### src/rtl/pipe_hazard_ctrl.sv
// Stall/flush sequencer for the PC, IF/ID, ID/EX and EX/MEM pipe registers of the 5-stage core.
// Optional perf counters are built when PIPE_CTRL_PERF_EN is defined.
module pipe_hazard_ctrl #(
  parameter int FETCH_LAT = 1,
  parameter int CNT_W     = 32
) (
  input  logic             clk,
  input  logic             rst_n,
  input  logic [4:0]       id_rs1,
  input  logic [4:0]       id_rs2,
  input  logic             id_use_rs1,
  input  logic             id_use_rs2,
  input  logic [4:0]       ex_rd,
  input  logic             ex_is_load,
  input  logic             ex_redirect,
  input  logic             ex_mc_start,
  input  logic             mc_done,
  output logic             stall_pc,
  output logic             stall_if_id,
  output logic             flush_if_id,
  output logic             stall_id_ex,
  output logic             flush_id_ex,
  output logic             flush_ex_mem,
  output logic [1:0]       dbg_state
`ifdef PIPE_CTRL_PERF_EN
  ,
  output logic [CNT_W-1:0] perf_stall_cyc,
  output logic [CNT_W-1:0] perf_flush_cyc
`endif
);

  localparam logic [1:0] ST_SQUASH  = 2'd0;
  localparam logic [1:0] ST_RUN     = 2'd1;
  localparam logic [1:0] ST_MC_WAIT = 2'd2;

  localparam logic [2:0] LAT    = 3'(FETCH_LAT);
  localparam logic [2:0] LAT_M1 = 3'(FETCH_LAT - 1);

  logic [1:0] state_q, state_d;
  logic [2:0] sq_cnt_q, sq_cnt_d;
  logic       load_use;
  logic       take_redirect;

  assign load_use = ex_is_load && (ex_rd != 5'd0) &&
                    ((id_use_rs1 && (id_rs1 == ex_rd)) ||
                     (id_use_rs2 && (id_rs2 == ex_rd)));

  assign dbg_state = state_q;

  always_comb begin
    state_d       = state_q;
    sq_cnt_d      = sq_cnt_q;
    stall_pc      = 1'b0;
    stall_if_id   = 1'b0;
    flush_if_id   = 1'b0;
    stall_id_ex   = 1'b0;
    flush_id_ex   = 1'b0;
    flush_ex_mem  = 1'b0;
    take_redirect = 1'b0;
    case (state_q)
      ST_SQUASH: begin
        flush_if_id = 1'b1;
        flush_id_ex = 1'b1;
        sq_cnt_d    = sq_cnt_q - 3'd1;
        if (sq_cnt_q <= 3'd1) state_d = ST_RUN;
      end
      ST_RUN: begin
        if (ex_redirect) begin
          take_redirect = 1'b1;
        end else if (ex_mc_start) begin
          state_d      = ST_MC_WAIT;
          stall_pc     = 1'b1;
          stall_if_id  = 1'b1;
          stall_id_ex  = 1'b1;
          flush_ex_mem = 1'b1;
        end else if (load_use) begin
          // EX receives the bubble next cycle, so the hazard cannot persist.
          stall_pc    = 1'b1;
          stall_if_id = 1'b1;
          flush_id_ex = 1'b1;
        end
      end
      ST_MC_WAIT: begin
        if (mc_done) begin
          state_d = ST_RUN;
          if (ex_redirect) take_redirect = 1'b1;
        end else begin
          stall_pc     = 1'b1;
          stall_if_id  = 1'b1;
          stall_id_ex  = 1'b1;
          flush_ex_mem = 1'b1;
        end
      end
      default: begin
        state_d     = ST_SQUASH;
        sq_cnt_d    = LAT;
        flush_if_id = 1'b1;
        flush_id_ex = 1'b1;
      end
    endcase

    // A redirect squashes the wrong-path ID instr now; extra bubbles cover the fetch latency.
    if (take_redirect) begin
      flush_if_id = 1'b1;
      flush_id_ex = 1'b1;
      if (FETCH_LAT > 1) begin
        state_d  = ST_SQUASH;
        sq_cnt_d = LAT_M1;
      end else begin
        state_d = ST_RUN;
      end
    end
  end

  always_ff @(posedge clk or negedge rst_n) begin
    if (!rst_n) begin
      state_q  <= ST_SQUASH;
      sq_cnt_q <= LAT;
    end else begin
      state_q  <= state_d;
      sq_cnt_q <= sq_cnt_d;
    end
  end

`ifdef PIPE_CTRL_PERF_EN
  // boot_q masks the post-reset squash so only redirect-driven flushes are counted.
  logic boot_q;

  always_ff @(posedge clk or negedge rst_n) begin
    if (!rst_n) begin
      boot_q         <= 1'b0;
      perf_stall_cyc <= '0;
      perf_flush_cyc <= '0;
    end else begin
      if ((state_q == ST_SQUASH) && (state_d == ST_RUN)) boot_q <= 1'b1;
      if (stall_pc) perf_stall_cyc <= perf_stall_cyc + CNT_W'(1);
      if (flush_if_id && boot_q) perf_flush_cyc <= perf_flush_cyc + CNT_W'(1);
    end
  end
`endif

endmodule

### config.mk
export PLATFORM = sky130hd
export DESIGN_NAME = pipe_hazard_ctrl
export DESIGN_NICKNAME = d
export VERILOG_FILES = /design/src/rtl/pipe_hazard_ctrl.sv
export SDC_FILE = /design/constraint.sdc
export NUM_CORES = 1
export LEC_CHECK = 0
export CORE_MARGIN = 2
export CORE_UTILIZATION = 35
export DETAILED_ROUTE_END_ITERATION = 10
export PLACE_DENSITY_LB_ADDON = 0.3
export SLEW_MARGIN = 20
export SYNTH_ARGS = -nofsm -noshare
export SYNTH_HDL_FRONTEND = slang
export SYNTH_SLANG_ARGS = --single-unit
export TNS_END_PERCENT = 100
### constraint.sdc
create_clock -name clk -period 2.2 [get_ports clk]
set_input_delay 0.44 -clock clk [delete_from_list [all_inputs] [get_ports clk]]
set_output_delay 0.44 -clock clk [all_outputs]
set_load 0.005 [all_outputs]
==> results.sh <==
export IMPL_power_internal_w=0.000731
export IMPL_fill_cells=118
export IMPL_fin_cells=127
export IMPL_finalHoldWorstSlack_ns=0.412
export IMPL_vias=627
export IMPL_grt_max_degree=6
export IMPL_insertion_delay_ns=0.24
export IMPL_cp_arrival_ns=1.76
export IMPL_fin_skew_ns=0.00149
export IMPL_power_switching_w=0.000449
export IMPL_drcViolationCount=0
export IMPL_post_drt_wl_per_cell_um=13.7
export IMPL_met1_usage_pct=20.8
export IMPL_cts_htree_levels=1
export IMPL_syn_inst=61
export IMPL_dp_hpwl_mm=1.28
export IMPL_path_clk_slew_ns=0.04
export IMPL_top_usage_layer="met2"
export IMPL_fmax_ghz=0.454
export IMPL_hold_buffers=0
export IMPL_worst_pin_slew_ns=0.287
export IMPL_p_sw_share_pct=38.1
export IMPL_met3_usage_pct=2.50
export IMPL_grt_pass1_wl_mm=2.57
export IMPL_io_pins=31
export IMPL_final_net_count=140
export IMPL_diodes=0
export IMPL_synth_top_area_share_pct=18.0
export IMPL_clock_power_share_pct=8.9
export IMPL_synth_area_leader_cell="dfrtp_1"
export IMPL_ir_drop_mv=0.802
export IMPL_synth_warnings=0
export IMPL_worst_setup_path_end_kind="output pin"
export IMPL_placedCellCount=118
export IMPL_maxCapViolations=0
export IMPL_grt_total_usage_pct=18.5
export IMPL_synth_area_top_cells="dfrtp_1, xor2_1, ha_1"
export IMPL_die_area_um2=1920
export IMPL_cp_required_ns=1.76
export IMPL_finalHoldViolations=0
export IMPL_initial_core_util_pct=37.3
export IMPL_root_buffer="clkbuf_4"
export IMPL_syn_avg_cell_area_um2=9.11
export IMPL_synth_area_um2=556
export IMPL_combPwrFrac_pct=76.4
export IMPL_max_slew_margin_rel_pct=80.7
export IMPL_violations="setup timing"
export IMPL_first_global_vias=625
export IMPL_ant_nets=0
export IMPL_cts_path_max_buffers=2
export IMPL_overflow=0
export IMPL_setup_viol=2
export IMPL_layout_common_cells="buf_4, dlygate4sd2_1, clkdlybuf4s50_1"
export IMPL_drt_initial_drc_count=2
export IMPL_drtPass1Iterations=3
export IMPL_grtUsageMet2_pct=33.5
export IMPL_dp_worst_setup_slack_ns=-0.538
export IMPL_final_common_cell="buf_4"
export IMPL_syn_to_final_growth_pct=89.4
export IMPL_rows=14
export IMPL_powerDensity_nw_per_um2=1120
export IMPL_chipHeight_um=43.8
export IMPL_synth_seq_area_share_pct=22.7
export IMPL_vias_per_cell=4.94
export IMPL_synth_cell_types=32
export IMPL_leakagePower_nw=0.512
export IMPL_ys_ff_latch=5
export IMPL_drt_total_wl_mm=1.74
export IMPL_numCtsBuffers=3
export IMPL_crit_type="primary input to output pin"
export IMPL_antenna_found_initial=0
export IMPL_crit_fanout=2
export IMPL_post_route_min_period_ns=2.20
export IMPL_cts_sinks=5
export IMPL_status="complete, but fails checks"
export IMPL_drive_above_1_share_pct=39.6
export IMPL_r2r_setup_slack_ns=0.59
export IMPL_cp_start_kind="primary input"
export IMPL_globalplace_congestion=0.801
export IMPL_die_w_um=43.8
export IMPL_p_seq_share_pct=14.7
export IMPL_post_route_period_util_pct=100
export IMPL_fin_ws_ns=-0.00258
export IMPL_slew_viol_final=0
export IMPL_min_path_type="primary input to async pin"
export IMPL_portBuffers=30
export IMPL_syn_nets=89
export IMPL_core_um2=1490
export IMPL_cts_tree="yes"
## per-layer routing
layer	up-vias	wire, um
met5	-	0
met4	0	31
met3	4	42
met2	10	988
met1	290	678
li1	323	-
## Yosys cell counts
library cell,instances
mux2_2,1
nor2b_1,1
nand2b_1,1
o21bai_1,1
nor4_1,2
ha_1,5
nor2_1,1
and2_0,1
o21ai_1,1
a32oi_1,1
nand2_1,4
o2111ai_2,1
and4b_1,1
dfrtp_1,4
o2111ai_1,2
o221a_2,1
a21o_1,1
nand3b_1,1
xor2_1,8
o211ai_1,1
inv_1,6
and3_1,2
o221ai_2,1
nand3_1,1
a21oi_1,2
or4_4,1
xnor2_1,2
o21ba_2,1
dfstp_2,1
o21ai_0,2
buf_4,2
a22o_1,1
## metrics by stage
stage,TNS [ns],total power (W),instance area (um2),utilization (%)
floorplan,0,0.000553,556,-
global placement,-1.87,0.000947,958,64.4
detailed placement,-1.89,0.000967,958,64.4
CTS,0,0.00117,1040,69.6
global route,-0.126,0.00128,1050,70.7
finish,-0.00268,0.00118,1050,70.7
## critical path, stage by stage
cell and delay [ns]:
dlygate4sd2_1 0.24, xor2_1 0.15, nor4_2 0.31, a32oi_2 0.17
buf_4 0.15, o21bai_1 0.16, buf_2 0.14
## repair_timing
item                                    in CTS  in global routing
buffers inserted                             5                  0
endpoints found under the setup margin       6                  3
gates resized for setup                     38                 14
pin swaps                                    6                  8
## logic make-up (layout without fill, tap and decap cells)
kind of cell | Yosys count | count (layout) | synth area share (%)
xor+xnor | 10 | 10 | 15.8
flops | 5 | 5 | 22.7
buf+inv | 8 | 58 | 6.76
fa+ha+maj | 5 | 5 | 11.3
compound gates | 16 | 16 | 24.1
simple gates | 16 | 16 | 17.3
mux | 1 | 1 | 2.03
## flip-flops by register name, summed over array words and instances (netlist names)
name,count
sq_cnt_q,3
dbg_state,2
## final timing paths
path,start,end,depth (start not counted)
setup / recovery,id_rs1[2],stall_pc,7
hold / removal,rst_n,sq_cnt_q[2]$_DFFE_PN0N_,1
setup reg to reg,dbg_state[0]$_DFFE_PN0P_,dbg_state[1]$_DFFE_PN0P_,7
hold reg to reg,sq_cnt_q[0]$_DFFE_PN1N_,sq_cnt_q[0]$_DFFE_PN1N_,2
max in group asynchronous,rst_n,sq_cnt_q[0]$_DFFE_PN1N_,1
min in group clk,sq_cnt_q[0]$_DFFE_PN1N_,sq_cnt_q[0]$_DFFE_PN1N_,2
## power groups by stage
| stage | clock [W] | sequential [W] | combinational (W) |
|---|---|---|---|
| final | 0.000105 | 0.000174 | 0.000901 |
| after detailed placement | 0 | 0.000167 | 0.000801 |
| after CTS | 0.000109 | 0.000174 | 0.000887 |
| after global routing | 0.000114 | 0.000181 | 0.000989 |
| after floorplan | 0 | 0.000168 | 0.000385 |
| after global placement | 0 | 0.000164 | 0.000783 |
## layout make-up
| class | instances | area [um2] | area share (%) |
|---|---|---|---|
| well taps | 16 | 20.0 | 1.90 |
| multi-input cells | 48 | 460 | 43.8 |
| clock buffers | 4 | 26.3 | 2.50 |
| flip-flops and latches | 5 | 126 | 12.0 |
| inverters | 6 | 22.5 | 2.14 |
| repair buffers | 48 | 397 | 37.7 |
Note: power is estimated with default switching activity, not from simulation.
